--- config.mk ---
export PLATFORM = sky130hd
export DESIGN_NAME = seg_scan_ctrl
export DESIGN_NICKNAME = d
export VERILOG_FILES = /design/src/rtl/seg_pkg.sv /design/src/rtl/seg_bin2bcd.sv /design/src/rtl/seg_scan_ctrl.sv
export SDC_FILE = /design/constraint.sdc
export NUM_CORES = 1
export LEC_CHECK = 0
export ABC_AREA = 1
export BUFFER_PORTS_ARGS = -buffer_cell sky130_fd_sc_hd__buf_2
export CAP_MARGIN = 20
export CORE_MARGIN = 3
export CORE_UTILIZATION = 30
export CTS_CLUSTER_DIAMETER = 30
export DETAILED_ROUTE_END_ITERATION = 10
export GPL_TIMING_DRIVEN = 0
export SYNTH_ARGS = -nofsm -noshare
export SYNTH_HDL_FRONTEND = slang
export SYNTH_SLANG_ARGS = --single-unit
--- constraint.sdc ---
create_clock -name clk -period 2.6 [get_ports clk]
set_clock_uncertainty 0.1 [all_clocks]
set_input_delay 0.26 -clock clk [delete_from_list [all_inputs] [get_ports clk]]
set_output_delay 0.26 -clock clk [all_outputs]
set_load 0.05 [all_outputs]
--- src/rtl/seg_pkg.sv ---
// seg_pkg: glyph table, blank/dash glyphs, mode encoding and
// a BCD width helper shared by the seven-segment scan controller.
package seg_pkg;

  localparam logic MODE_HEX = 1'b0;
  localparam logic MODE_DEC = 1'b1;

  // Active-low cathodes, bit 0 = a ... bit 6 = g.
  localparam logic [6:0] SEG_BLANK = 7'h7F;
  localparam logic [6:0] SEG_DASH  = 7'h3F;

  localparam logic [6:0] HEX_GLYPH [16] = '{
    7'h40, 7'h79, 7'h24, 7'h30,
    7'h19, 7'h12, 7'h02, 7'h78,
    7'h00, 7'h10, 7'h08, 7'h03,
    7'h46, 7'h21, 7'h06, 7'h0E
  };

  typedef enum logic {
    CV_IDLE,
    CV_RUN
  } cv_state_e;

  // Decimal digits needed to hold any w-bit unsigned value.
  function automatic int bcd_digits(input int w);
    longint unsigned lim;
    longint unsigned p;
    int n;
    lim = (64'd1 << w) - 64'd1;
    n = 1;
    p = 64'd10;
    for (int i = 0; i < 12; i++) begin
      if (p <= lim) begin
        n = n + 1;
        p = p * 64'd10;
      end
    end
    return n;
  endfunction

endpackage

--- src/rtl/seg_bin2bcd.sv ---
// seg_bin2bcd: sequential shift-add-3 binary to BCD converter.
// Ports: clk, rst (sync, high), start, bin in; busy, bcd, ovf out.
module seg_bin2bcd
  import seg_pkg::*;
#(
  parameter int DIGITS = 8,
  parameter int DATA_W = 24
) (
  input  logic                clk,
  input  logic                rst,
  input  logic                start,
  input  logic [DATA_W-1:0]   bin,
  output logic                busy,
  output logic [4*DIGITS-1:0] bcd,
  output logic                ovf
);

  localparam int NB = bcd_digits(DATA_W);
  localparam int NW = (NB > DIGITS) ? NB : DIGITS;
  localparam int BW = 4 * NW;
  localparam int CW = $clog2(DATA_W + 1);

  cv_state_e state_q, state_d;
  logic [CW-1:0]     cnt_q, cnt_d;
  logic [DATA_W-1:0] sr_q, sr_d;
  logic [BW-1:0]     acc_q, acc_d;
  logic [BW-1:0]     adj;
  logic [BW-1:0]     nxt;
  logic [BW+DATA_W-1:0] cat;

  // One conversion step: add 3 to every digit >= 5, then shift
  // the next binary bit into the BCD accumulator.
  always_comb begin
    adj = acc_q;
    for (int i = 0; i < NW; i++) begin
      if (acc_q[4*i +: 4] >= 4'd5) begin
        adj[4*i +: 4] = acc_q[4*i +: 4] + 4'd3;
      end
    end
    cat = {adj, sr_q} << 1;
    nxt = cat[BW+DATA_W-1:DATA_W];
  end

  always_comb begin
    state_d = state_q;
    cnt_d   = cnt_q;
    sr_d    = sr_q;
    acc_d   = acc_q;
    unique case (state_q)
      CV_IDLE: begin
        if (start) begin
          state_d = CV_RUN;
          cnt_d   = CW'(DATA_W);
          sr_d    = bin;
          acc_d   = '0;
        end
      end
      CV_RUN: begin
        acc_d = nxt;
        sr_d  = cat[DATA_W-1:0];
        cnt_d = cnt_q - 1'b1;
        if (cnt_q == CW'(1)) begin
          state_d = CV_IDLE;
        end
      end
      default: state_d = CV_IDLE;
    endcase
  end

  always_ff @(posedge clk) begin
    if (rst) begin
      state_q <= CV_IDLE;
      cnt_q   <= '0;
      sr_q    <= '0;
      acc_q   <= '0;
    end else begin
      state_q <= state_d;
      cnt_q   <= cnt_d;
      sr_q    <= sr_d;
      acc_q   <= acc_d;
    end
  end

  assign busy = (state_q == CV_RUN);

  // bcd/ovf show the result of the step in flight, so they are
  // the final answer during the last busy cycle.
  assign bcd = nxt[4*DIGITS-1:0];

  if (NW > DIGITS) begin : g_ovf
    assign ovf = |nxt[BW-1:4*DIGITS];
  end else begin : g_no_ovf
    assign ovf = 1'b0;
  end

endmodule

--- src/rtl/seg_scan_ctrl.sv ---
// seg_scan_ctrl: hex/decimal value to multiplexed 7-seg display.
// In: clk, rst, load, data, mode, dots_in. Out: busy, seg, dp, an.
module seg_scan_ctrl
  import seg_pkg::*;
#(
  parameter int DIGITS   = 8,
  parameter int DATA_W   = 24,
  parameter int DIV      = 100000,
  parameter int BLANK_LZ = 1
) (
  input  logic              clk,
  input  logic              rst,
  input  logic              load,
  input  logic [DATA_W-1:0] data,
  input  logic              mode,
  input  logic [DIGITS-1:0] dots_in,
  output logic              busy,
  output logic [6:0]        seg,
  output logic              dp,
  output logic [DIGITS-1:0] an
);

  localparam int HW = 4 * DIGITS;
  localparam int SW = (DIGITS > 1) ? $clog2(DIGITS) : 1;
  localparam int DW = $clog2(DIV);
  localparam int CW = $clog2(DATA_W + 1);

  logic              cv_busy;
  logic              cv_ovf;
  logic [HW-1:0]     cv_bcd;
  logic              acc_hex;
  logic              acc_dec;
  logic              cv_done;
  logic [HW+DATA_W-1:0] hex_ext;
  logic [HW-1:0]     hex_val;
  logic              unused_hi;

  logic [HW-1:0]     digits_q, digits_d;
  logic [DIGITS-1:0] dots_q, dots_d;
  logic [DIGITS-1:0] pdots_q, pdots_d;
  logic              ovf_q, ovf_d;
  logic [CW-1:0]     left_q, left_d;
  logic [DW-1:0]     div_q, div_d;
  logic [SW-1:0]     scan_q, scan_d;
  logic [6:0]        seg_q, seg_d;
  logic              dp_q, dp_d;
  logic [DIGITS-1:0] an_q, an_d;

  logic              tick;
  logic [DIGITS-1:0] lz;
  logic [3:0]        nib;
  logic              dot;
  logic              blank;

  assign acc_hex = load && !cv_busy && (mode == MODE_HEX);
  assign acc_dec = load && !cv_busy && (mode == MODE_DEC);

  // Zero-extend short values, drop nibbles above the display.
  assign hex_ext   = {{HW{1'b0}}, data};
  assign hex_val   = hex_ext[HW-1:0];
  assign unused_hi = ^hex_ext[HW+DATA_W-1:HW];

  seg_bin2bcd #(
    .DIGITS (DIGITS),
    .DATA_W (DATA_W)
  ) u_bin2bcd (
    .clk   (clk),
    .rst   (rst),
    .start (acc_dec),
    .bin   (data),
    .busy  (cv_busy),
    .bcd   (cv_bcd),
    .ovf   (cv_ovf)
  );

  assign busy = cv_busy;

  // left_q tracks the converter so the digit registers swap
  // on the same edge that busy falls.
  assign cv_done = (left_q == CW'(1));

  always_comb begin
    digits_d = digits_q;
    dots_d   = dots_q;
    pdots_d  = pdots_q;
    ovf_d    = ovf_q;
    left_d   = left_q;
    if (acc_hex) begin
      digits_d = hex_val;
      dots_d   = dots_in;
      ovf_d    = 1'b0;
    end
    if (acc_dec) begin
      pdots_d = dots_in;
      left_d  = CW'(DATA_W);
    end else if (left_q != '0) begin
      left_d = left_q - 1'b1;
    end
    if (cv_done) begin
      digits_d = cv_bcd;
      dots_d   = pdots_q;
      ovf_d    = cv_ovf;
    end
  end

  assign tick = (div_q == DW'(DIV - 1));

  always_comb begin
    div_d  = tick ? '0 : div_q + 1'b1;
    scan_d = scan_q;
    if (tick) begin
      if (scan_q == SW'(DIGITS - 1)) begin
        scan_d = '0;
      end else begin
        scan_d = scan_q + 1'b1;
      end
    end
  end

  // lz[i]: digits i..DIGITS-1 are all zero.
  always_comb begin
    lz = '0;
    lz[DIGITS-1] = (digits_q[HW-1 -: 4] == 4'd0);
    for (int i = DIGITS - 2; i >= 0; i--) begin
      lz[i] = lz[i+1] && (digits_q[4*i +: 4] == 4'd0);
    end
  end

  always_comb begin
    nib   = '0;
    dot   = 1'b0;
    blank = 1'b0;
    for (int i = 0; i < DIGITS; i++) begin
      if (scan_q == SW'(i)) begin
        nib   = digits_q[4*i +: 4];
        dot   = dots_q[i];
        blank = lz[i] && (i != 0);
      end
    end
    if (ovf_q) begin
      seg_d = SEG_DASH;
    end else if ((BLANK_LZ != 0) && blank) begin
      seg_d = SEG_BLANK;
    end else begin
      seg_d = HEX_GLYPH[nib];
    end
    dp_d = ~dot;
    an_d = ~(DIGITS'(1) << scan_q);
  end

  always_ff @(posedge clk) begin
    if (rst) begin
      digits_q <= '0;
      dots_q   <= '0;
      pdots_q  <= '0;
      ovf_q    <= 1'b0;
      left_q   <= '0;
      div_q    <= '0;
      scan_q   <= '0;
      seg_q    <= SEG_BLANK;
      dp_q     <= 1'b1;
      an_q     <= '1;
    end else begin
      digits_q <= digits_d;
      dots_q   <= dots_d;
      pdots_q  <= pdots_d;
      ovf_q    <= ovf_d;
      left_q   <= left_d;
      div_q    <= div_d;
      scan_q   <= scan_d;
      seg_q    <= seg_d;
      dp_q     <= dp_d;
      an_q     <= an_d;
    end
  end

  assign seg = seg_q;
  assign dp  = dp_q;
  assign an  = an_q;

endmodule

==> qor.txt, run 1 <==
run status = completed
Main synth FF type = dfxtp_1
Syn. warnings = 0
total gr overflow = 0
hpwl dp = 16000 µm
wire length per cell = 14.8 µm
antenna violations before repair = 0
multi-input combinational cell area = 3790 µm²
GP Congestion = 0.850
clock tree buffer depth = 2
DRT Pass-1 Iters = 5
Via density = 4.77
Period minus WS final = 2.45 ns
fin. max-slew vios = 0
Leakage = 3.59 nW
die footprint = 26800 µm²
Netlist cell types = 45
# setup viols final = 0
syn nets = 1102
largest net degree at the start of global routing = 17
Req. time, crit path = 2.80 ns
Die X = 164 µm
Post-synth EDFFs = 0
core box area = 24400 µm²
max frequency = 0.409 GHz
Seq/Total Area, Yosys = 40.5%
commonest non-fill, non-tap cell in the layout = nand2_1
ANT nets after route = 0
WP data arrival = 2.65 ns
post-synthesis average cell area = 7.22 µm²
fin area = 8800 µm²
Slew HR = 47.2%
P per Cell Area = 682 nW/µm²
GRT Resource Usage Total = 16.3%
FF+latch area = 3020 µm²
total of fill cells in the finished design = 2638
Antenna Cells = 0
placed instance count = 1410
fin cells = 1446
Starting Density = 30.6%
nets = 1177
flops & latches, synth = 151
first-pass GRT wire length = 34200 µm
Die H = 164 µm
CTS sink count = 151
Hold WC Path Type = in -> reg
port bufs = 52
worst-path fanout max = 6
CTS root buffer = clkbuf_16
most frequent CP cell = nand2_1
H-tree lvl count = 4
CP Launch Type = flop
placed cell area = 8130 µm²
Max IR drop VDD = 0.269 mV
post-synthesis cell area = 7460 µm²
vias = 6903
clock buffer count from CTS = 17
Mapped Cells = 1034
share of flip-flops with an asynchronous set or reset = 0%
row cnt = 57
DRT iter0 DRCs = 563
Clock Pin Slew Worst Setup and Hold Paths = 0.06 ns
Post-route DRC = 0
crit path capture type = flop
Least-Margin Pin Slew = 0.791 ns
Detailed Route WL = 21300 µm
Tcrit/Tclk final = 94.1%
CTS tree = built
critical-path cell list = inv_1 > ha_4 > inv_2 > nor2_4 > nand2_1 > nand3_1 > nand2_1 > nand2_1 > nand2_1 > nand2_1 > a21boi_4 > buf_4 > ha_1 > inv_1 > nand3_1 > nand2_1 > nand2_1 > nand3_1
Critical-path top delay cell = dfxtp_1
Fin. Hold Viols = 0
Clock Latency Late Sink = 0.44 ns
share of post-route cells with drive strength above 1 = 13.2%
Core Util, Final = 36.1%
MaxCap Viol Count = 0
critical path's largest stage delay = 0.34 ns
Hold Worst Slack = 0.0118 ns
vias in the first global route = 6483
io pins = 53
most frequent cells in the layout = 285 x nand2_1, 150 x dfxtp_1, 115 x inv_1, 108 x a21oi_1, 65 x buf_2
area delta synth->final = 17.9%
WS Path Type = reg -> reg
-- cell families after synthesis --
logic type,after synthesis,share of synthesized area [%]
buffers and inverters,169,9.05
xor gates and xnor gates,19,2.23
DFF,151,40.5
adders and majority gates,32,5.36
and+or+nand+nor,438,25.3
AOI/OAI and AO/OA,225,17.5
-- cells in the mapped netlist, types with 2 or more instances --
cell type / instances / area (µm²)
buf_2: 13 / 65.1
nand2_4: 3 / 33.8
or2_2: 3 / 18.8
a221oi_1: 9 / 78.8
buf_4: 4 / 30.0
nor3_1: 2 / 10.0
o21ai_0: 44 / 220
nor2_2: 5 / 31.3
o21bai_1: 7 / 52.6
inv_1: 116 / 435
nand3_2: 2 / 20.0
o211ai_1: 7 / 52.6
nor2_4: 6 / 67.6
nor2_1: 53 / 199
nand2_1: 287 / 1080
o21ai_1: 4 / 20.0
clkinv_1: 2 / 7.51
o22ai_1: 2 / 12.5
inv_2: 9 / 33.8
nor4_1: 7 / 43.8
nor3b_1: 2 / 15.0
clkbuf_1: 19 / 71.3
nand2_2: 4 / 25.0
a211oi_1: 2 / 15.0
xor2_1: 18 / 158
a31oi_1: 12 / 75.1
dfxtp_1: 151 / 3020
buf_1: 4 / 15.0
a21oi_1: 108 / 541
ha_1: 32 / 400
a22oi_1: 25 / 188
nand3_1: 53 / 265
nand4_1: 7 / 43.8
-- registers in the layout (all words and copies together), names as in the netlist --
name	cells
digits_q	32
u_bin2bcd.acc_q	32
u_bin2bcd.sr_q	24
div_q	17
an	8
dots_q	8
pdots_q	8
seg	7
left_q	5
u_bin2bcd.cnt_q	5
scan_q	3
dp	1
u_bin2bcd.busy	1
-- power breakdown --
part           switching (mW)  leakage [nW]  internal [mW]
Clock                    1.06         0.275           1.47
Sequential             0.0777          1.23           2.44
Combinational           0.666          2.08          0.280
Total                    1.80          3.59           4.19
-- what timing repair did --
action,in CTS,in global routing
hold endpoints to repair,3,0
buffers inserted,0,1
gates resized for setup,1,9
hold buffers,3,0
endpoints found under the setup margin,3,7
pin swaps,0,1
-- path summary, 6_finish.rpt --
path / slack, ns / cells past startpoint / startpoint / to
worst max-delay path: 0.15 / 18 / scan_q[1] / seg[3]
worst min-delay path: 0.01 / 3 / dots_in[6] / pdots_q[6]
worst max register to register: 0.15 / 18 / scan_q[1] / seg[3]
worst min register to register: 0.35 / 1 / div_q[0] / div_q[0]
-- per-layer routing --
metal,track usage [%],part of all wire [%],vias up
li1,-,-,3525
met1,23.2,50,3192
met2,25.0,44,156
met3,2.93,4.6,30
met4,5.19,2.0,0
met5,0,0,-
-- layout make-up --
type | instances | area share [%]
plain buffers | 41 | 2.19
clock buffers | 19 | 5.15
inverters | 128 | 5.52
multi-input cells | 714 | 43.1
well taps | 324 | 4.61
repair buffers | 56 | 3.38
flip-flops and latches | 151 | 34.4
clock inverters | 13 | 1.65
-- stage by stage --
stage / setup TNS (ns) / setup WS, ns / total power [mW]
finish: 0 / 0.154 / 6.00
global route: -0.00328 / -0.00328 / 6.26
CTS: 0 / 0.0283 / 6.02
detailed placement: -0.0212 / -0.0135 / 3.50
global placement: -0.00360 / -0.00360 / 3.50
floorplan: 0 / 0.423 / 3.19
-- critical path: cells and delay by family, from the launching register on --
family	cells	cell delay (ns)
adders and majority gates	2	0.49
buffers and inverters	4	0.40
DFF	1	0.34
and+or+nand+nor	11	0.91
AOI/OAI and AO/OA	1	0.08
(Power assumes the default switching activity.)
==> run 2: changes to the inputs <==
SETUP_SLACK_MARGIN = 0.3   (was not set)
==> run 2 against run 1 <==
Critical endpoint unchanged. Via count is 1.4% higher. Worst hold slack worse by 0.0011 ns. Non-clock buffer count rose by 15. Critical path depth rose by 1. Total power grew 0.39%. Combinational power rose by 3.1%. Design area increased by 3.3%. First-iteration DRC count rose by 3.4%. Clock power about the same. Global-route usage grew 0.086 points. Largest cell class unchanged. Cell count rose by 1.0%. Clock-buffer cell count is the same.
==> qor.txt, run 2 (same netlist as run 1, synthesis figures left out) <==
run status = completed
WP data arrival = 2.39 ns
die footprint = 26800 µm²
RSZ-0062 raised after global routing = true
GP Congestion = 0.850
nets = 1192
P per Cell Area = 662 nW/µm²
row cnt = 57
Die X = 164 µm
worst-path fanout max = 4
CTS tree = built
Clock Pin Slew Worst Setup and Hold Paths = 0.06 ns
most frequent cells in the layout = 276 x nand2_1, 149 x dfxtp_1, 110 x inv_1, 108 x a21oi_1, 66 x buf_2
vias in the first global route = 6521
commonest non-fill, non-tap cell in the layout = nand2_1
max frequency = 0.457 GHz
Die H = 164 µm
CTS sink count = 151
CP Launch Type = flop
Least-Margin Pin Slew = 0.796 ns
Tcrit/Tclk final = 84.1%
first-pass GRT wire length = 34400 µm
total gr overflow = 0
Starting Density = 30.6%
area delta synth->final = 21.8%
antenna violations before repair = 0
clock buffer count from CTS = 17
io pins = 53
H-tree lvl count = 4
Hold WC Path Type = in -> reg
GRT Resource Usage Total = 16.4%
wire length per cell = 14.8 µm
total power draw = 6.02 mW
DRT iter0 DRCs = 582
core box area = 24400 µm²
ANT nets after route = 0
hpwl dp = 16000 µm
DRT Pass-1 Iters = 5
placed instance count = 1410
Leakage = 3.71 nW
Via density = 4.79
total of fill cells in the finished design = 2605
Slew HR = 46.9%
fin. max-slew vios = 0
share of post-route cells with drive strength above 1 = 16.9%
clock tree buffer depth = 2
setup TNS = 0 ns
port bufs = 52
Post-route DRC = 0
Antenna Cells = 0
largest net degree at the start of global routing = 17
vias = 7000
largest registers = digits_q x32, u_bin2bcd.acc_q x32, u_bin2bcd.sr_q x24
Period minus WS final = 2.19 ns
Req. time, crit path = 2.80 ns
Max IR drop VDD = 0.272 mV
# setup viols final = 0
crit path capture type = flop
CTS root buffer = clkbuf_16
Clock Latency Late Sink = 0.44 ns
Detailed Route WL = 21600 µm
Fin. Hold Viols = 0
fin cells = 1461
fin area = 9090 µm²
placed cell area = 8130 µm²
Hold Worst Slack = 0.0107 ns
MaxCap Viol Count = 0
WS Path Type = reg -> reg
[run 2: final timing paths]
path	startpoint	endpoint	slack [ns]	depth (start not counted)
setup / recovery	scan_q[0]	seg[3]	0.41	19
setup reg to reg	scan_q[0]	seg[3]	0.41	19
hold / removal	dots_in[6]	pdots_q[6]	0.01	3
hold reg to reg	div_q[0]	div_q[0]	0.35	1
[run 2: where the power goes]
group	total [mW]	leakage [nW]	internal [mW]	switching, mW
registers	2.52	1.23	2.44	0.0799
logic	0.975	2.21	0.300	0.674
clock network	2.53	0.275	1.47	1.05
[run 2: critical path, stage by stage, from the launching register on]
cell and delay, ns:
dfxtp_4 0.38, inv_6 0.08, ha_4 0.14, inv_1 0.06, nor2_4 0.14, nand3_2 0.09, nand3_2 0.09, nand2_2 0.07
nand2_2 0.07, nand2_1 0.05, nand2_1 0.07, nand2_1 0.06, nand2_2 0.12, inv_4 0.06, ha_4 0.26, inv_2 0.03
nand3_2 0.04, nand2_1 0.05, nand2_1 0.05, nand3_1 0.07
[run 2: repair_timing]
action                                  CTS  global route
hold endpoints to repair                  3             0
setup buffers                             5            11
endpoints found under the setup margin    7             7
pin swaps                                 3            18
hold buffers                              3             0
resized for setup                        15            41
[run 2: cell type report]
type / instances / area [µm²] / area share, %
Tap cell: 324 / 405 / 4.46
Inverter: 128 / 505 / 5.56
Clock buffer: 19 / 453 / 4.98
Multi-Input combinational cell: 714 / 3930 / 43.2
Clock inverter: 13 / 145 / 1.60
Timing Repair Buffer: 71 / 427 / 4.69
Buffer: 41 / 194 / 2.13
Sequential cell: 151 / 3030 / 33.3
[run 2: metal layers]
layer  wire length [µm]  global-route usage (%)  up-vias  share of wire (%)
met4                384                    5.23        0                1.8
met2               9620                    25.3      157                 44
met1              10700                    23.3     3249                 49
li1                   -                       -     3564                  -
met5                  0                       0        -                  0
met3                956                    2.93       30                4.4
[run 2: metrics by stage]
stage / utilization, % / setup slack, ns
final: 37.3 / 0.413
after global routing: 37.3 / 0.269
after CTS: 36.2 / 0.269
after detailed placement: 33.3 / -0.0135
after global placement: 33.3 / -0.00360
after floorplan: - / 0.423
